**config.mk**
```make
export PLATFORM = sky130hd
export DESIGN_NAME = obi_result_fifo_responder
export DESIGN_NICKNAME = d
export VERILOG_FILES = /design/src/rtl/obi_result_fifo_responder.sv
export SDC_FILE = /design/constraint.sdc
export NUM_CORES = 1
export LEC_CHECK = 0
export ABC_CLOCK_PERIOD_IN_PS = 5000
export BUFFER_PORTS_ARGS = -buffer_cell sky130_fd_sc_hd__buf_4
export CORE_ASPECT_RATIO = 1.75
export CORE_UTILIZATION = 55
export CTS_BUF_LIST = sky130_fd_sc_hd__clkbuf_8
export DETAILED_ROUTE_END_ITERATION = 7
export GPL_TIMING_DRIVEN = 0
export PLACE_DENSITY = 0.79
export SLEW_MARGIN = 20
export SYNTH_ARGS = -nofsm -noshare
export SYNTH_HDL_FRONTEND = slang
export SYNTH_SLANG_ARGS = --single-unit
```
**constraint.sdc**
```tcl
create_clock -name clk -period 5 [get_ports clk]
set_input_delay 0.5 -clock clk [delete_from_list [all_inputs] [get_ports clk]]
set_output_delay 0.5 -clock clk [all_outputs]
set_load 0.005 [all_outputs]
```
**src/rtl/obi_result_fifo_responder.sv**
```systemverilog
// obi_result_fifo_responder
// OBI subordinate that collects result words from the core into a
// show-ahead FIFO drained by host-side register logic. A word offset
// map (addr[3:2]) exposes DATA, STATUS and CTRL registers.
// Optional build macro OBI_RESP_ERR_EN adds an err_o response flag for
// accesses to the unmapped offset and for writes to STATUS.

module obi_result_fifo_responder #(
  parameter int pDEPTH = 8,
  parameter int pDW    = 32,
  parameter int pAW    = 32
) (
  input  logic                       clk,
  input  logic                       reset_i,
  input  logic                       req_i,
  input  logic                       we_i,
  input  logic [3:0]                 be_i,
  input  logic [pAW-1:0]             addr_i,
  input  logic [pDW-1:0]             wdata_i,
  output logic                       gnt_o,
  output logic                       rvalid_o,
  output logic [pDW-1:0]             rdata_o,
  input  logic                       pop_i,
  output logic [pDW-1:0]             pop_data_o,
  output logic                       empty_o,
  output logic [$clog2(pDEPTH):0]    count_o
`ifdef OBI_RESP_ERR_EN
  ,
  output logic                       err_o
`endif
);

  localparam int pPW = $clog2(pDEPTH);
  localparam int pCW = pPW + 1;
  localparam logic [pCW-1:0] cFullCount = pCW'(pDEPTH);

  localparam logic [1:0] cOffData   = 2'd0;
  localparam logic [1:0] cOffStatus = 2'd1;
  localparam logic [1:0] cOffCtrl   = 2'd2;

  // FIFO storage and bookkeeping
  logic [pDW-1:0] r_mem [pDEPTH];
  logic [pPW-1:0] r_wrPtr;
  logic [pPW-1:0] r_rdPtr;
  logic [pCW-1:0] r_count;
  logic           r_underflow;
  logic [pDW-1:0] r_lastWord;

  // Response registers
  logic           r_rvalid;
  logic [pDW-1:0] r_rdata;
`ifdef OBI_RESP_ERR_EN
  logic           r_err;
`endif

  logic [1:0]     w_off;
  logic           w_empty;
  logic           w_full;
  logic           w_popEff;
  logic           w_xfer;
  logic           w_push;
  logic           w_flush;
  logic           w_clrUf;
  logic           w_ufEvent;
  logic [pDW-1:0] w_pushWord;
  logic [pDW-1:0] w_status;
  logic [pDW-1:0] w_readData;
  logic           w_unusedAddr;

  assign w_off     = addr_i[3:2];
  assign w_empty   = (r_count == '0);
  assign w_full    = (r_count == cFullCount);
  assign w_popEff  = pop_i & ~w_empty;

  // A DATA write into a full FIFO waits unless the host frees a slot this cycle
  assign gnt_o     = req_i & ~(we_i & (w_off == cOffData) & w_full & ~w_popEff);
  assign w_xfer    = req_i & gnt_o;

  assign w_push    = w_xfer & we_i & (w_off == cOffData);
  assign w_flush   = w_xfer & we_i & (w_off == cOffCtrl) & wdata_i[0];
  assign w_clrUf   = w_xfer & we_i & (w_off == cOffCtrl) & wdata_i[1];
  assign w_ufEvent = pop_i & w_empty & ~w_flush;

  assign w_unusedAddr = ^{addr_i[pAW-1:4], addr_i[1:0]};

  // Build the pushed word: disabled byte lanes are forced to zero
  always_comb begin
    w_pushWord = '0;
    for (int k = 0; k < pDW / 8; k++) begin
      w_pushWord[8*k +: 8] = be_i[k] ? wdata_i[8*k +: 8] : 8'h00;
    end
  end

  // Assemble STATUS and select the read value for the addressed register
  always_comb begin
    w_status             = '0;
    w_status[0]          = w_empty;
    w_status[1]          = w_full;
    w_status[2]          = r_underflow;
    w_status[16 +: pCW]  = r_count;
    w_readData = '0;
    case (w_off)
      cOffData:   w_readData = r_lastWord;
      cOffStatus: w_readData = w_status;
      default:    w_readData = '0;
    endcase
  end

  // Storage array needs no reset; empty FIFO output is masked below
  always_ff @(posedge clk) begin
    if (w_push) begin
      r_mem[r_wrPtr] <= w_pushWord;
    end
  end

  // Pointer and occupancy update; a flush overrides any push or pop this cycle
  always_ff @(posedge clk or posedge reset_i) begin
    if (reset_i) begin
      r_wrPtr <= '0;
      r_rdPtr <= '0;
      r_count <= '0;
    end else if (w_flush) begin
      r_wrPtr <= '0;
      r_rdPtr <= '0;
      r_count <= '0;
    end else begin
      if (w_push) begin
        r_wrPtr <= r_wrPtr + pPW'(1);
      end
      if (w_popEff) begin
        r_rdPtr <= r_rdPtr + pPW'(1);
      end
      if (w_push && !w_popEff) begin
        r_count <= r_count + pCW'(1);
      end else if (!w_push && w_popEff) begin
        r_count <= r_count - pCW'(1);
      end
    end
  end

  // Sticky underflow flag; a new underflow beats a same-cycle clear
  always_ff @(posedge clk or posedge reset_i) begin
    if (reset_i) begin
      r_underflow <= 1'b0;
    end else if (w_ufEvent) begin
      r_underflow <= 1'b1;
    end else if (w_clrUf) begin
      r_underflow <= 1'b0;
    end
  end

  // Remember the most recently pushed word for DATA readback
  always_ff @(posedge clk or posedge reset_i) begin
    if (reset_i) begin
      r_lastWord <= '0;
    end else if (w_push) begin
      r_lastWord <= w_pushWord;
    end
  end

  // One-cycle response for every granted transaction; data only for reads
  always_ff @(posedge clk or posedge reset_i) begin
    if (reset_i) begin
      r_rvalid <= 1'b0;
      r_rdata  <= '0;
    end else begin
      r_rvalid <= w_xfer;
      r_rdata  <= (w_xfer && !we_i) ? w_readData : '0;
    end
  end

`ifdef OBI_RESP_ERR_EN
  // Flag accesses to the unmapped offset and writes to read-only STATUS
  always_ff @(posedge clk or posedge reset_i) begin
    if (reset_i) begin
      r_err <= 1'b0;
    end else begin
      r_err <= w_xfer & ((w_off == 2'd3) | (we_i & (w_off == cOffStatus)));
    end
  end

  assign err_o = r_err;
`endif

  assign rvalid_o   = r_rvalid;
  assign rdata_o    = r_rdata;
  assign pop_data_o = w_empty ? '0 : r_mem[r_rdPtr];
  assign empty_o    = w_empty;
  assign count_o    = r_count;

endmodule

```
==> impl_results.md, run 1 <==
* Starting DRT DRC Count at 598
* Top FF cell, synth: edfxtp_1
* Post-Synthesis Cells at 671
* Die W at 118.2 um
* Worst skew pair latency at 0.56 ns
* RSZ-0062 raised after global routing: no
* Worst Tran Pin Value at 0.9793 ns
* Crit path launch type: flop
* Num CTS Buffers at 46
* Slew headroom at 0.3471
* Hold Path Class: in2reg
* Layout Area Growth over Synthesis at 19.91%
* Number of max-cap violations at 0
* Synth Cell Area at 12990 um^2
* Failing checks: DRC
* Post-layout nets at 952
* Crit Path Max Fanout at 10
* Number of distinct library cells after synthesis at 43
* CTS clock-pin slew for the worst setup and hold paths at 0.07 ns
* Flops & latches, synth at 332
* Initial Util at 0.5588
* Share of the yosys chip area belonging to registers at 0.7384
* Synthesized area per cell at 19.35 um^2
* Vias in the first global route at 7574
* Area after DPL at 14630 um^2
* Syn nets at 749
* Tcrit/Tclk final at 0.6999
* Dpl ws at 2.037 ns
* Worst Path Buf+Inv at 3
* Area leader, netlist: edfxtp_1
* Post-DR vias/cell at 5.736
* Crit-path slowest cell: clkbuf_1
* Fmax achieved at 0.2857 GHz
* HPWL after DPL at 19630 um
* Largest net degree at the start of global routing at 45
* Worst Setup End Kind: output pin
* DRC at 1
* Slowest stage delay, CP at 0.66 ns
* Setup violators final at 0
* Ordered list of cells on the worst path: clkbuf_1 -> clkbuf_1 -> mux4_2 -> mux2i_1 -> nor2_1 -> buf_4
* GP Congestion at 0.7871
* CP arrival at 3.00 ns
* Post-synth EDFFs at 256
* Min Hold Slack at 0.2768 ns
* Crit-path most repeated cell: clkbuf_1
* Sink Count at 332
* Final hold vios at 0
* Reg2reg start: count_o[0]
* Post-route cell area at 15570 um^2
* Die area at 24250 um^2
* Worst endpoint required time at 4.50 ns
* Die Ht at 205.3 um
* Clock Skews at 0.01882 ns
* IO Port Bufs at 113
* Antenna diode count at 0
* Top cells by area, synth: edfxtp_1, dfrtp_1, mux4_2
* Worst min-delay path startpoint: wdata_i[1]
* Async S/R FF share, synth at 0.2289
* Multi-input logic area at 3273 um^2
* Num rows at 74
* Tmin final at 3.500 ns
* Routed len/inst at 23.43 um
* Core area at 23240 um^2
* Post-route ant nets at 0
* H-tree levels at 2
* Largest delay contributor family on the critical path: buffers and inverters
* Drt pass-1 iters at 8
* Worst VDD drop at 0.0003133 V
* Fraction of layout cells with a size suffix above 1 at 0.3736
* First-pass GRT wire length at 43950 um
* Reg area at 9589 um^2
* Pwr dens at 480.5 nW/um^2
* Outcome: complete, but fails checks
* Post-synth top area share at 0.5920
* Gr ovfl total at 0
* Setup Crit Path Kind: reg2out
* Root Driver: clkbuf_8
* PostCTS Resize Cnt at 0
* Routed WL at 28450 um
* Fillers at 1492
* Clk buf depth at 3
* Final Core Density at 0.6700
* Top-level I/O count at 144
* Final worst setup slack at 1.500 ns
* CTS tree: done
* Vias at 6964
* Crit. Startpoint: r_rdPtr[1]
* Leakage at 5.988 nW
* Synth warnings at 0
* Total track usage at 0.2462
* Initial antenna violation count at 0
* Slew Limit Fails at 0
* Sum Neg Setup Slack at 0 ns
==> cells by family (layout without fill, tap and decap cells) <==
group,after synthesis,count (layout),share of synthesized area
DFF,332,332,0.7384
xor gates and xnor gates,3,3,0.002024
adders and majority gates,5,5,0.005396
AOI/OAI and AO/OA,19,19,0.01166
muxes,138,138,0.1711
buffers and inverters,41,280,0.01426
and+or+nand+nor,133,133,0.05714
==> worst reg2reg max path, delay by kind of cell, from the launching register on <==
kind,cells,cell delay (ns)
compound gates,2,1.09
fa+ha+maj,1,0.46
mux,2,0.39
flops,1,0.38
simple gates,2,0.32
buf+inv,1,0.18
==> timing repair <==
| item | CTS | global route |
|---|---|---|
| hold buffers | 1 | 0 |
| buffers inserted | 0 | 0 |
| endpoints found under the hold margin | 32 | 0 |
==> cells in the mapped netlist, drive strengths merged (6+ instances only) <==
master and n:
edfxtp 256, dfrtp 76, mux4 64, and2 58
nor2 45, mux2i 42, mux2 32, buf 18
clkbuf 15, inv 8, nand2 7, a21oi 6
==> registers in the layout, indices dropped and copies added, names as in the netlist <==
signal / cells
rdata_o: 32
r_mem: 256
r_wrPtr: 3
count_o: 4
r_lastWord: 32
r_rdPtr: 3
rvalid_o: 1
r_underflow: 1
==> path summary, 6_finish.rpt <==
| check | cells after the start | endpoint | slack (ns) |
|---|---|---|---|
| worst max-delay path | 6 | pop_data_o[31] | 1.50 |
| worst min-delay path | 3 | r_underflow | 0.28 |
| worst max register to register | 8 | count_o[3] | 2.10 |
| worst min register to register | 1 | rdata_o[13] | 0.48 |
| max in group asynchronous | 4 | r_lastWord[26] | 3.88 |
| min in group asynchronous | 3 | rdata_o[6] | 0.54 |
==> metrics by stage <==
| stage | cells | power, mW |
|---|---|---|
| after global placement | 1088 | 5.354 |
| after global routing | 1214 | 7.810 |
| after floorplan | 671 | 4.592 |
| after CTS | 1214 | 7.545 |
| final | 1214 | 7.482 |
| after detailed placement | 1129 | 5.449 |
==> area by class of cell <==
type,count,share of cell area
flip-flops and latches,332,0.6158
multi-input cells,298,0.2102
plain buffers,33,0.009964
inverters,8,0.002089
clock inverters,34,0.01591
clock buffers,50,0.04419
well taps,304,0.02443
repair buffers,155,0.07738
==> cell usage in the layout (no fill, tap or decap), types with 2 or more instances in the layout <==
cell	n
nor4_2	2
clkbuf_8	50
a21oi_1	6
nor3_2	2
clkbuf_1	15
mux2_2	32
a41oi_1	2
buf_1	6
or3_1	4
clkinv_2	6
buf_4	146
inv_1	23
bufinv_16	4
buf_2	12
nor2_1	44
xor2_1	3
buf_6	6
clkinv_1	6
nor3b_2	2
clkinvlp_4	2
edfxtp_1	256
nand2_1	7
nand3_1	2
o21ai_0	2
and2_1	58
mux4_2	64
dfrtp_1	76
ha_1	4
mux2i_1	42
==> layer usage <==
metal,part of all wire,GRT usage,up-vias
met3,0.049,0.03160,68
met5,0,0,-
met1,0.36,0.2859,3613
met4,0.033,0.1058,0
met2,0.56,0.4563,262
li1,-,-,3021
==> where the power goes <==
group / internal [mW] / switching [mW] / total, mW
clock network: 1.13 / 0.973 / 2.11
logic: 1.09 / 1.04 / 2.13
registers: 3.12 / 0.121 / 3.25
(Power assumes the default switching activity.)
==> inputs of run 2 (changes only) <==
ABC_AREA = 1   (was unset)
ABC_CLOCK_PERIOD_IN_PS = 3600   (was 5000)
CORE_UTILIZATION = 60   (was 55)
PLACE_DENSITY = 0.81   (was 0.79)
clock period = 3.6 ns   (was 5 ns; I/O delays follow)
==> run 2 against run 1 <==
The flow now finishes without violations. Sequential power grew 36%. Die area shrank 5.6%. Design area grew 1.8%. First-iteration DRC count grew 110%. Clock skew shrank 0.0042 ns. Sequential cell count is the same. Via count grew 39%. Setup slack lost 0.92 ns. Total power grew 52%.
==> impl_results.md, run 2 <==
* Outcome: finished, final reports clean
* Post-route ant nets at 0
* Most common cell after layout, fill and taps aside: nor2_1
* Worst Setup End Kind: output pin
* Worst VDD drop at 0.0004720 V
* Top-count cell post-synth: nor2_1
* Area after DPL at 14900 um^2
* RSZ-0062 raised after global routing: no
* Post-synth top area share at 0.5754
* Synthesized area per cell at 11.59 um^2
* Die Ht at 199.4 um
* Core area at 21680 um^2
* Inst Count DP at 1565
* Worst skew pair latency at 0.57 ns
* Most frequent cells in the layout: nor2_1, edfxtp_1, o21ai_0
* Async S/R FF share, synth at 0.2289
* Routed len/inst at 20.98 um
* Root Driver: clkbuf_8
* Share of the yosys chip area belonging to registers at 0.7178
* Post-Layout Cell Count at 1648
* IO Port Bufs at 109
* P_int at 7.352 mW
* Share of total power in combinational logic at 0.348
* Initial antenna violation count at 0
* Antenna diode count at 0
* Hold Path Class: in2reg
* Largest net degree at the start of global routing at 60
* Crit path launch type: flop
* Vias at 9699
* Routed WL at 34580 um
* Syn nets at 1231
* Tmin final at 3.024 ns
* Initial Util at 0.6163
* Synth warnings at 0
* Fmax achieved at 0.3307 GHz
* Slew Limit Fails at 0
* First-pass GRT wire length at 54000 um
* Sink Count at 332
* Post-route cell area at 15850 um^2
* Flops & latches, synth at 332
* Clk buf depth at 3
* Most frequent cells after synthesis: nor2_1, edfxtp_1, o21ai_0, nand2_1, dfrtp_1
* Die area at 22890 um^2
* Setup Crit Path Kind: reg2out
* Post-DR vias/cell at 5.885
* Slew headroom at 0.5264
* Layout Area Growth over Synthesis at 18.68%
* Gr ovfl total at 0
* Synth Cell Area at 13360 um^2
* Clk network pwr share at 0.263
* Sw Pwr at 4.058 mW
* Worst Tran Pin Value at 0.7087 ns
* Reg with most FFs: r_mem
* Tcrit/Tclk final at 0.8400
* Clock Skews at 0.01462 ns
* Area leader, netlist: edfxtp_1
* HPWL after DPL at 23040 um
* Post-CTS Setup Bufs at 0
* Worst endpoint required time at 3.24 ns
* Top-level I/O count at 144
* GP Congestion at 0.8663
* PostCTS Resize Cnt at 0
* H-tree levels at 2
* Vias in the first global route at 10119
* Fraction of power spent switching nets at 0.3557
* Pwr dens at 719.7 nW/um^2
* Setup violators final at 0
* Die W at 114.8 um
* Post-synth EDFFs at 256
* Drt pass-1 iters at 8
* CTS tree: done
* Post-layout nets at 1398
* Number of max-cap violations at 0
* Starting DRT DRC Count at 1240
* Post-Synthesis Cells at 1153
* Number of distinct library cells after synthesis at 28
* Multi-input logic area at 3263 um^2
* Total track usage at 0.3189
* Leakage at 6.250 nW
* Final hold vios at 0
* Num rows at 71
* Top cells by area, synth: edfxtp_1, dfrtp_1, nor2_1
* Reg area at 9589 um^2
* Max reg flops at 256
* Top FF cell, synth: edfxtp_1
* Hold buffers post-CTS at 1
* DRC at 0
* Fillers at 1409
* Num CTS Buffers at 44
* Fraction of layout cells with a size suffix above 1 at 0.1851
* CTS clock-pin slew for the worst setup and hold paths at 0.08 ns
* CP arrival at 2.66 ns
* Sequential share of power at 0.389
* Crit Path Max Fanout at 10
==> run 2: changes by cell type after synthesis, moves of 42 or more <==
cell,change
nor2_1,+247
mux2i_1,-42
o21ai_0,+154
mux4_2,-64
nand2_1,+121
and2_1,-58
inv_1,+47
==> run 2: critical path, cell delays in order, from the launching register on <==
cell and delay [ns]:
dfrtp_1 0.45, inv_1 0.11, buf_2 0.22, clkbuf_1 0.57, nor2_1 0.11, o32ai_1 0.17
nor2_1 0.08, nor2_1 0.22, buf_4 0.15
==> run 2: cell type report <==
class | count | share of cell area
Sequential cell | 332 | 0.6048
Multi-Input combinational cell | 693 | 0.2058
Timing Repair Buffer | 121 | 0.07087
Clock buffer | 48 | 0.04167
Tap cell | 292 | 0.02304
Buffer | 70 | 0.02202
Clock inverter | 34 | 0.01784
Inverter | 58 | 0.01389
==> run 2: per-layer routing <==
metal | track usage | up-vias | wire, um
met5 | 0 | - | 0
met4 | 0.1669 | 0 | 1498
met3 | 0.05399 | 136 | 2937
met2 | 0.5663 | 637 | 18240
met1 | 0.3676 | 4614 | 11900
li1 | - | 4312 | -
==> run 2: final timing paths <==
check	slack (ns)	startpoint	end	cells after the start
max in group asynchronous	2.74	reset_i	rdata_o[4]	4
max	0.58	r_rdPtr[0]	pop_data_o[3]	8
min in group asynchronous	0.29	reset_i	rdata_o[29]	3
min	0.09	pop_i	r_underflow	3
max reg2reg	0.79	count_o[0]	r_mem[3][8]	10
min reg2reg	0.49	r_lastWord[28]	r_lastWord[28]	2
==> run 2: stage by stage <==
step	total power, mW	setup TNS, ns	util	setup slack, ns	hold slack [ns]
6_report	11.41	0	0.7314	0.5758	0.08639
5_1_grt	11.95	0	0.7314	0.4158	0.08749
4_1_cts	11.37	0	0.7314	0.6311	0.07296
2_1_floorplan	6.664	0	-	0.6828	0.4420
3_3_place_gp	8.185	-172.21	0.6709	-0.8241	0.4568
3_5_place_dp	8.380	0	0.6874	0.9041	0.3197
==> run 2: cell families after synthesis <==
family | share of synthesized area
flip-flops | 0.7178
AND/OR/NAND/NOR | 0.1304
XOR/XNOR | 0.001967
adder cells (fa/ha/maj) | 0.005245
buffers and inverters | 0.04243
AO/OA/AOI/OAI | 0.1022
==> run 2: power groups by stage <==
stage | Clock (mW) | Sequential, mW | Combinational [mW]
after floorplan | 0 | 4.47 | 2.19
after global placement | 0 | 4.50 | 3.69
after detailed placement | 0 | 4.50 | 3.88
after CTS | 3.02 | 4.43 | 3.92
after global routing | 3.18 | 4.45 | 4.32
final | 3.00 | 4.43 | 3.97
